File: src/rtl/spram_arbiter.sv
// Two-requester arbiter sharing one single-port RAM (port 0 = CPU, port 1 = MARIA DMA).
// One grant per cycle; registered RAM-side signals; read data returns two cycles after grant.
module spram_arbiter #(
  parameter int unsigned ADDR_WIDTH = 8,
  parameter int unsigned DATA_WIDTH = 8,
  parameter int unsigned FIXED_PRIO = 0
) (
  input  logic                  clock,
  input  logic                  reset,
  input  logic                  req0,
  input  logic                  we0,
  input  logic                  lock0,
  input  logic [ADDR_WIDTH-1:0] addr0,
  input  logic [DATA_WIDTH-1:0] wdata0,
  output logic                  gnt0,
  output logic                  rvalid0,
  output logic [DATA_WIDTH-1:0] rdata0,
  input  logic                  req1,
  input  logic                  we1,
  input  logic                  lock1,
  input  logic [ADDR_WIDTH-1:0] addr1,
  input  logic [DATA_WIDTH-1:0] wdata1,
  output logic                  gnt1,
  output logic                  rvalid1,
  output logic [DATA_WIDTH-1:0] rdata1,
  output logic                  mem_cs,
  output logic                  mem_wren,
  output logic [ADDR_WIDTH-1:0] mem_address,
  output logic [DATA_WIDTH-1:0] mem_data,
  input  logic [DATA_WIDTH-1:0] mem_q
);

  logic [1:0]            req;
  logic                  win_valid;
  logic                  win;
  logic                  sel_we;
  logic                  sel_lock;
  logic [ADDR_WIDTH-1:0] sel_addr;
  logic [DATA_WIDTH-1:0] sel_wdata;

  logic                  rr_last, rr_last_d;
  logic                  lock_valid, lock_valid_d;
  logic                  lock_owner, lock_owner_d;
  logic                  tag, tag_d;
  logic                  rd_pend, rd_pend_d;
  logic                  mem_cs_d, mem_wren_d;
  logic [ADDR_WIDTH-1:0] mem_address_d;
  logic [DATA_WIDTH-1:0] mem_data_d;
  logic                  rvalid0_d, rvalid1_d;
  logic [DATA_WIDTH-1:0] rdata0_d, rdata1_d;

  assign req = {req1, req0};

  // Winner selection: active lock first, then fixed priority or round-robin.
  always_comb begin
    win_valid = 1'b0;
    win       = 1'b0;
    if (lock_valid && req[lock_owner]) begin
      win_valid = 1'b1;
      win       = lock_owner;
    end else if ((FIXED_PRIO != 0) && req0) begin
      win_valid = 1'b1;
      win       = 1'b0;
    end else if (req0 && req1) begin
      win_valid = 1'b1;
      win       = ~rr_last;
    end else if (req0) begin
      win_valid = 1'b1;
      win       = 1'b0;
    end else if (req1) begin
      win_valid = 1'b1;
      win       = 1'b1;
    end
  end

  assign gnt0      = win_valid && !win;
  assign gnt1      = win_valid && win;
  assign sel_we    = win ? we1 : we0;
  assign sel_lock  = win ? lock1 : lock0;
  assign sel_addr  = win ? addr1 : addr0;
  assign sel_wdata = win ? wdata1 : wdata0;

  // Next-state for the RAM request stage and the read-return stage.
  always_comb begin
    rr_last_d     = rr_last;
    lock_valid_d  = lock_valid;
    lock_owner_d  = lock_owner;
    tag_d         = tag;
    rd_pend_d     = 1'b0;
    mem_cs_d      = 1'b0;
    mem_wren_d    = 1'b0;
    mem_address_d = mem_address;
    mem_data_d    = mem_data;
    rvalid0_d     = rd_pend && !tag;
    rvalid1_d     = rd_pend && tag;
    rdata0_d      = rdata0;
    rdata1_d      = rdata1;

    if (win_valid) begin
      mem_cs_d      = 1'b1;
      mem_wren_d    = sel_we;
      mem_address_d = sel_addr;
      mem_data_d    = sel_wdata;
      tag_d         = win;
      rd_pend_d     = ~sel_we;
      rr_last_d     = win;
      lock_valid_d  = sel_lock;
      lock_owner_d  = sel_lock ? win : 1'b0;
    end else begin
      lock_valid_d  = lock_valid && req[lock_owner];
    end

    // mem_q is only trusted when a read is in flight; idle all-ones never leaks out.
    if (rd_pend && !tag) rdata0_d = mem_q;
    if (rd_pend && tag)  rdata1_d = mem_q;
  end

  always_ff @(posedge clock or posedge reset) begin
    if (reset) begin
      rr_last     <= 1'b1;
      lock_valid  <= 1'b0;
      lock_owner  <= 1'b0;
      tag         <= 1'b0;
      rd_pend     <= 1'b0;
      mem_cs      <= 1'b0;
      mem_wren    <= 1'b0;
      mem_address <= '0;
      mem_data    <= '0;
      rvalid0     <= 1'b0;
      rvalid1     <= 1'b0;
      rdata0      <= '0;
      rdata1      <= '0;
    end else begin
      rr_last     <= rr_last_d;
      lock_valid  <= lock_valid_d;
      lock_owner  <= lock_owner_d;
      tag         <= tag_d;
      rd_pend     <= rd_pend_d;
      mem_cs      <= mem_cs_d;
      mem_wren    <= mem_wren_d;
      mem_address <= mem_address_d;
      mem_data    <= mem_data_d;
      rvalid0     <= rvalid0_d;
      rvalid1     <= rvalid1_d;
      rdata0      <= rdata0_d;
      rdata1      <= rdata1_d;
    end
  end

endmodule
File: config.mk
export PLATFORM = sky130hd
export DESIGN_NAME = spram_arbiter
export DESIGN_NICKNAME = d
export VERILOG_FILES = /design/src/rtl/spram_arbiter.sv
export SDC_FILE = /design/constraint.sdc
export NUM_CORES = 1
export LEC_CHECK = 0
export BUFFER_PORTS_ARGS = -buffer_cell sky130_fd_sc_hd__buf_2
export CAP_MARGIN = 0
export CORE_MARGIN = 4
export CORE_UTILIZATION = 43
export CTS_BUF_LIST = sky130_fd_sc_hd__clkbuf_2
export CTS_CLUSTER_DIAMETER = 60
export DETAILED_ROUTE_END_ITERATION = 7
export GPL_ROUTABILITY_DRIVEN = 1
export PLACE_DENSITY_LB_ADDON = 0.1
export SLEW_MARGIN = 20
export SYNTH_ARGS = -nofsm -noshare
export SYNTH_HDL_FRONTEND = slang
export SYNTH_SLANG_ARGS = --single-unit
File: constraint.sdc
create_clock -name clock -period 1.45 [get_ports clock]
set_input_delay 0.145 -clock clock [delete_from_list [all_inputs] [get_ports clock]]
set_output_delay 0.145 -clock clock [all_outputs]
set_load 0.02 [all_outputs]
After elaboration in Yosys (flattened, before gate mapping)
Index checks and enable logic that the tools add are counted.

Bits of input ports: 48. Register bits: 41. Output and inout bits: 38.

Bitwise operators: 2. Magnitude comparators: 1. Reduce and logical (&&, ||, !) cells: 8. Mux-type cells: 18.

Operators by type and width (count): two-way mux 1 bit (16); two-way mux 8 bit (2); logical AND 1 bit (6); logical NOT 1 bit (2); < comparator 1 x 2 -> 1 bit (second input constant) (1); inverter 1 bit (2).

Longest topological paths before layout
Gate-level depths: netlist of run 1.

Depth in word-level cells: 7. Mapped depth: 6.

Worst setup path before layout of run 1
Ideal clock, no wire load.

Path type: reg-to-reg. Start point: reg rr_last. End point: reg lock_owner. Setup time: 121 ps. Stages on the path, launching flop included: 7. Clock period less this slack: 1352 ps. Required time: 1329 ps. Data arrival time: 1232 ps. Setup slack: 98 ps. Path through: dfstp_2 nor2b_2 o21ai_4 nand2_2 inv_2 buf_6 a22o_1.

Cells in the longest elaborated chain, start to end: 5.

RTL lines: start, declared (RTL line 41) `logic rr_last, rr_last_d;`; start signal, assigned (RTL line 134) `rr_last <= rr_last_d;`; inverter 1 bit * (RTL line 66) `win = ~rr_last;`; two-way mux 1 bit * (RTL line 64) `end else if (req0 && req1) begin`; two-way mux 1 bit * (RTL line 58) `if (lock_valid && req[lock_owner]) begin`; two-way mux 1 bit (RTL line 79) `assign sel_lock = win ? lock1 : lock0;`; two-way mux 1 bit * (RTL line 108) `lock_owner_d = sel_lock ? win : 1'b0;`; end signal, assigned (RTL line 136) `lock_owner <= lock_owner_d;`; end, declared (RTL line 43) `logic lock_owner, lock_owner_d;`.

Every way passes the cells marked *; elsewhere a longest branch is shown, timed or not. A chain may end at the register's enable or synchronous reset.

Worst setup path after layout of run 1
Start point: reg lock_valid. End point: out gnt0.

Cells in the longest elaborated chain, start to end: 4. Elaborated cells on any way between the ends: 5.

RTL lines: start, declared (RTL line 42) `logic lock_valid, lock_valid_d;`; start signal, assigned (RTL line 135) `lock_valid <= lock_valid_d;`; logical AND 1 bit * (RTL line 58); two-way mux 1 bit (RTL line 58); logical NOT 1 bit (RTL line 76) `assign gnt0 = win_valid && !win;`; logical AND 1 bit * (RTL line 76); end, declared (RTL line 15) `output logic gnt0,`.

Marks and branches as above.

==> results.md, run 1 <==
- Setup TNS Final: -0.524 ns
- Grt ovf: 0
- Dominant synthesized flop cell: dfrtp_1
- WL/cell: ~14 microns
- Worst hold start: wdata0[0]
- Fmax: ~0.58 GHz
- Clk pin slew, worst setup/hold paths: 0.19 ns
- I/O pin count: 86
- First-pass iteration count of the detailed router: 2
- List of most frequent post-synthesis cells: 40 x dfrtp_1, 32 x mux2_2, 22 x inv_1, 17 x o22ai_1, 16 x a21oi_1
- Largest net degree at the start of global routing: 42
- DP Wirelength: 3090 microns
- NetSw: approximately 1.1 mW
- Number of synthesized flops with an enable pin: 0
- Peak supply drop: 0.927 mV
- Initial antenna violation count: 0
- Critical-path maximum fanout: 2
- Post-synthesis sequential area ratio: between 50% and 60%
- Syn Area/Cell: approximately 12 sq um
- Post-synthesis mux area share: between 10% and 20%
- Minimum clock period: approximately 1.7 ns
- Sw frac: between 30% and 40%
- Crit Path Class: register to primary output
- DR iter-0 viols: between 60 and 70
- Site Rows: 23
- Max_slew headroom: between 60% and 70%
- Worst-Skew Late Latency: slightly below 0.4 ns
- Most used routing layer: met2
- Detailed-route vias per instance: just under 5
- Clock sink count: between 40 and 50
- Req. time, crit path: 1.31 ns
- Comb pwr share: 36.2%
- Reg power frac: between 40% and 50%
- Die height: between 70 and 80 microns
- Clock Path Buffers: 2
- Share of cells above drive strength 1: 55.6%
- Slowest cell on crit path: dfrtp_1
- Pre-CTS WS: roughly 0.036 ns
- Failing checks: negative setup slack
- RR Startpoint: lock_valid
- Pleak: 1.42 nW
- Unrepaired setup endpoints after global routing: yes
- Synthesized-area fraction occupied by adder cells: 0%
- Met3 GRT Util: ~4.3%
- Post-route insts no fill: 329
- Residual DRC: 0
- Top cells by area, synth: dfrtp_1 55%, mux2_2 20%, o22ai_1 5.8%
- Power density over cell area: ~1200 mW/mm^2
- TritonCTS clock tree: done
- Async S/R FF share, synth: 100%
- Starting density of the core: 44.9%
- H-tree depth reported by CTS: 2
- Final nets: approximately 330
- CP max stage delay: about 0.43 ns
- Data arrival time of the critical path: 1.58 ns
- Die X: 73.1 microns
- Final setup fails: 5
- First-pass GRT wire length: 7470 microns
- Vias in the first global route: ~1,700
- Type of the worst min-delay path: input pin to register
- Slack of the critical path: -0.272 ns
- CP Capture Type: primary output
- Worst hold stages: 3
- Mapped Cells: 151
- Inserted Clock Buffers: 5
- IO Port Bufs: 85
- Die ar.: approximately 0.0053 sq mm
- Max Cap Viol: 0
- Placed Cells: 285
- Synth Area in Simple Gates: 3.02%
- DRT Wirelength: 4730 microns
- P_int: 2.22 mW
- Fin crit share: 119%
- Critical path cell sequence: nor2b_4 > or3b_1 > nand2_2 > inv_2 > buf_6
- Largest family of logic cells by synthesized area: multiplexers
- R2R Path End: lock_valid
- Slew @ Worst Pin: approximately 0.5 ns
- Status: finished with violations
- Final hold vios: 0
- Power share of the clock group: between 10% and 20%
- Largest area contributor in the netlist: dfrtp_1
- Slew Viols, Final: 0
- Synth unique cells: 20
- R2R cell count: 6
- Ys Warns: 0
- Top cell type's share of synthesized area: 54.9%
- GR Layer Usage met1: about 22%
- Mapped cell area: 0.00182 sq mm
- DR vias: ~1,600
- Layout area overhead: 55.0%
- FF+latch count, synth: 41
- Antenna Nets Post-Route: 0
- Reg-to-reg slack, setup: -0.03 ns
- N_diodes: 0
- Synth Area in XOR/XNOR: 0%
- Post-synthesis compound-gate area fraction: 13.1%
- Syn nets: around 200
- Core area: a little over 0.004 sq mm
- Clk root buf: clkbuf_2
- Min-Delay Endpoint: mem_data[0]
- GRT Total Usage: ~18%
- GRT met2 Usage: between 30% and 40%
- Skew final: between 0.02 and 0.025 ns
- GPL Wtd Cong: 0.743
- Dominant cell by count in the synthesized netlist: dfrtp_1
- Startpoint types: register
- PnR Total Power: between 3 and 4 mW
## routing by layer
metal  vias to the layer above  part of all wire [%]
li1                        774                     -
met4                         0                   1.3
met2                        48                    53
met5                         -                     0
met3                         7                   6.0
met1                       774                    39
## worst max-delay path by stage
stage                     from          to  slack [ns]  cells after the start
finish              lock_valid        gnt0       -0.27                      5
global route        lock_valid        gnt0       -0.39                      6
CTS                 lock_valid        gnt0       -0.28                      5
detailed placement     rr_last  lock_valid        0.04                      5
global placement       rr_last  lock_valid        0.07                      5
floorplan              rr_last  lock_owner         0.1                      6
## repair_timing
item | 4_1_cts | 5_1_grt
endpoints found under the setup margin | 2 | 6
setup buffers | 3 | 3
hold buffers | 29 | 1
pin swaps | 3 | 12
endpoints found under the hold margin | 76 | 1
resized for setup | 10 | 15
## metrics by stage
step | hold slack, ns | instance area (sq um) | utilization (%)
final | 0.0556 | 2820 | 69.6
after global routing | 0.0176 | 2820 | 69.6
after CTS | 0.00947 | 2730 | 67.3
after detailed placement | 0.306 | 2320 | 57.1
after global placement | 0.300 | 2320 | 57.1
after floorplan | 0.234 | 1820 | -
## flip-flops by register name, summed over array words and instances, names as in the netlist, 8 cells and up
| name | flops |
|---|---|
| rdata0 | 8 |
| mem_data | 8 |
| rdata1 | 8 |
| mem_address | 8 |
## kinds of logic (layout without fill, tap and decap cells)
logic type / count (synthesis) / in the layout
flip-flops: 41 / 41
multiplexers: 32 / 32
AND/OR/NAND/NOR: 8 / 8
buffers and inverters: 31 / 159
AO/OA/AOI/OAI: 39 / 39
## cell usage in the layout, fill, tap and decap left out, types with 2 or more instances in the layout
master	synthesis	final
buf_6	1	3
buf_2	1	83
buf_8	0	2
a22o_1	3	3
mux2_2	32	32
o22ai_1	17	15
o22ai_2	0	2
o21ai_0	2	2
a21oi_2	0	8
dlygate4sd3_1	0	30
a21oi_1	16	8
inv_1	22	22
clkbuf_2	0	6
nand2_1	2	2
buf_4	4	8
dfrtp_1	40	40
nor2b_4	1	2
## power by group through the flow
stage	sequential [mW]	combinational (mW)	clock, mW
final	1.48	1.21	0.654
after global routing	1.51	1.30	0.737
after floorplan	1.78	0.401	0
after global placement	1.50	1.05	0
after detailed placement	1.50	1.07	0
after CTS	1.48	1.17	0.674
## worst max-delay path: cells and delay by family, from the launching register on
kind	cells	cell delay, ns
DFF	1	0.43
buffers and inverters	2	0.17
and+or+nand+nor	3	0.60
## final cells by class
cell class,count,area [sq um]
fill,319,1230
clock inverter,2,35.0
multi-input combinational,79,707
tap,50,62.6
timing repair buffer,127,860
sequential,41,1030
inverter,24,103
clock buffer,6,30.0
(Power assumes the default switching activity.)
==> inputs of run 2 (changes only) <==
BUFFER_PORTS_ARGS = not set   (was -buffer_cell sky130_fd_sc_hd__buf_2)
CORE_UTILIZATION = 50   (was 43)
DONT_BUFFER_PORTS = 1   (was not set)
RECOVER_POWER = 50   (was not set)
==> results.md, run 2 (synthesized netlist as in run 1, its figures left out) <==
- Layout area overhead: 40.5%
- Detailed-route vias per instance: 5.57
- Core area: between 0.003 and 0.004 sq mm
- Clock sink count: about 40
- Slew @ Worst Pin: about 1 ns
- Slack of the critical path: -0.177 ns
- WL/cell: 18.7 microns
- Multi-input logic area: approximately 700 sq um
- GRT Total Usage: 20.6%
- Starting density of the core: 53.3%
- DR vias: approximately 1,400
- N_diodes: 0
- H-tree depth reported by CTS: 2
- Met2 wire length: roughly 2600 microns
- Worst setup path startpoint: lock_valid
- Worst path top cell family by delay: simple AND/OR/NAND/NOR gates
- Fin crit share: 112%
- CP max stage delay: 0.44 ns
- Slowest cell on crit path: dfrtp_1
- Fillers: around 230
- Power density over cell area: around 1200 mW/mm^2
- Worst-Skew Late Latency: around 0.38 ns
- Final setup fails: 2
- RR Startpoint: rr_last
- Die height: just under 70 microns
- DR iter-0 viols: between 80 and 90
- Most frequent cells in the layout: 48 x dlygate4sd3_1, 40 x dfrtp_1, 32 x mux2_2
- Hold_ws: around 0.043 ns
- Largest net degree at the start of global routing: 42
- Slew Viols, Final: 0
- P_int: between 2 and 2.5 mW
- Crit Path Class: register to primary output
- CP Capture Type: primary output
- Die X: between 60 and 70 microns
- Power share of the clock group: about a fifth
- I/O pin count: between 80 and 90
- Reg power frac: between 50% and 60%
- TritonCTS clock tree: done
- Register area: between 0.001 and 0.0015 sq mm
- Startpoint types: register
- Status: finished with violations
- Antenna Nets Post-Route: 0
- First-pass GRT wire length: 6980 microns
- DP Wirelength: 2700 microns
- Util after Layout: between 70% and 80%
- IO Port Bufs: 0
- Clock Path Buffers: 2
- Minimum clock period: 1.63 ns
- Failing checks: negative setup slack
- Sw frac: between 30% and 40%
- Inserted Clock Buffers: 5
- Share of cells above drive strength 1: approximately a third
- Fmax: ~0.61 GHz
- First-pass iteration count of the detailed router: 4
- Clk pin slew, worst setup/hold paths: approximately 0.19 ns
- Site Rows: 21
- Initial antenna violation count: 0
- Comb pwr share: between 20% and 30%
- Residual DRC: 0
- Pleak: around 1.1 nW
- PnR Total Power: about 3.1 mW
- Top sig layer: met4
- GPL Wtd Cong: 0.721
- Type of the worst min-delay path: input pin to register
- WP buf/inv: 1
- Commonest non-fill, non-tap cell in the layout: dlygate4sd3_1
- Die ar.: about 0.0047 sq mm
- Skew final: roughly 0.010 ns
- Unrepaired setup endpoints after global routing: yes
- Req. time, crit path: around 1.3 ns
- Met1 WL: ~1700 microns
- DRT Wirelength: ~4800 microns
- Max_slew headroom: around 33%
- Critical-path maximum fanout: 3
- Data arrival time of the critical path: roughly 1.5 ns
- Vias in the first global route: roughly 1,500
- Final hold vios: 0
- Clk root buf: clkbuf_2
- NetSw: between 1 and 1.5 mW
- Max Cap Viol: 0
- DR WL met3: roughly 360 microns
- Critical path cell sequence: nor2b_4 > or3b_1 > nand2_2 > inv_4
- Grt ovf: 0
- Worst hold start: req0
- Final nets: roughly 260
- Peak supply drop: between 0.9 and 1 mV
[run 2: final cells by class]
cell class              instances  area share, %
inverters                      24           3.72
clock inverters                 2           1.37
flip-flops and latches         41           40.1
well taps                      46           2.25
clock buffers                   6           1.17
repair buffers                 58           24.1
multi-input cells              79           27.2
[run 2: final timing paths]
path	end	slack, ns	cells past startpoint
hold reg to reg	rr_last	0.51	2
min in group asynchronous	rdata1[1]	0.50	3
hold / removal	rd_pend	0.04	3
setup / recovery	gnt0	-0.18	4
max in group asynchronous	mem_address[4]	0.32	3
setup reg to reg	lock_valid	0.04	6
[run 2: power groups by stage]
stage / combinational, mW / clock, mW / sequential, mW
2_1_floorplan: 0.401 / 0 / 1.78
3_3_place_gp: 0.429 / 0 / 1.83
3_5_place_dp: 0.449 / 0 / 1.84
4_1_cts: 0.584 / 0.678 / 1.82
5_1_grt: 0.723 / 0.727 / 1.85
6_report: 0.666 / 0.655 / 1.81
[run 2: worst register-to-register path, delay by kind of cell, from the launching register on]
family / cells / cell delay [ns]
flops: 1 / 0.58
compound gates: 2 / 0.31
simple gates: 2 / 0.26
buf+inv: 2 / 0.18
[run 2: metrics by stage]
stage / std cells / instance area, sq um / setup WS, ns / setup TNS, ns
floorplan: 151 / 1820 / 0.0975 / 0
global placement: 193 / 1860 / 0.107 / 0
detailed placement: 193 / 1860 / 0.0756 / 0
CTS: 237 / 2340 / -0.193 / -0.382
global route: 256 / 2560 / -0.280 / -0.527
finish: 256 / 2560 / -0.177 / -0.334
[run 2: metal layers]
metal / vias up / GRT usage (%)
li1: 639 / -
met1: 712 / 22.8
met2: 63 / 36.0
met3: 13 / 6.57
met4: 0 / 9.18
met5: - / 0
[run 2: timing repair]
| action | CTS | global route |
|---|---|---|
| cloned | 2 | 0 |
| endpoints found under the setup margin | 2 | 11 |
| hold buffers | 31 | 17 |
| hold endpoints to repair | 79 | 18 |
| resized for setup | 8 | 10 |
| pin swaps | 4 | 4 |
| buffers inserted | 3 | 2 |
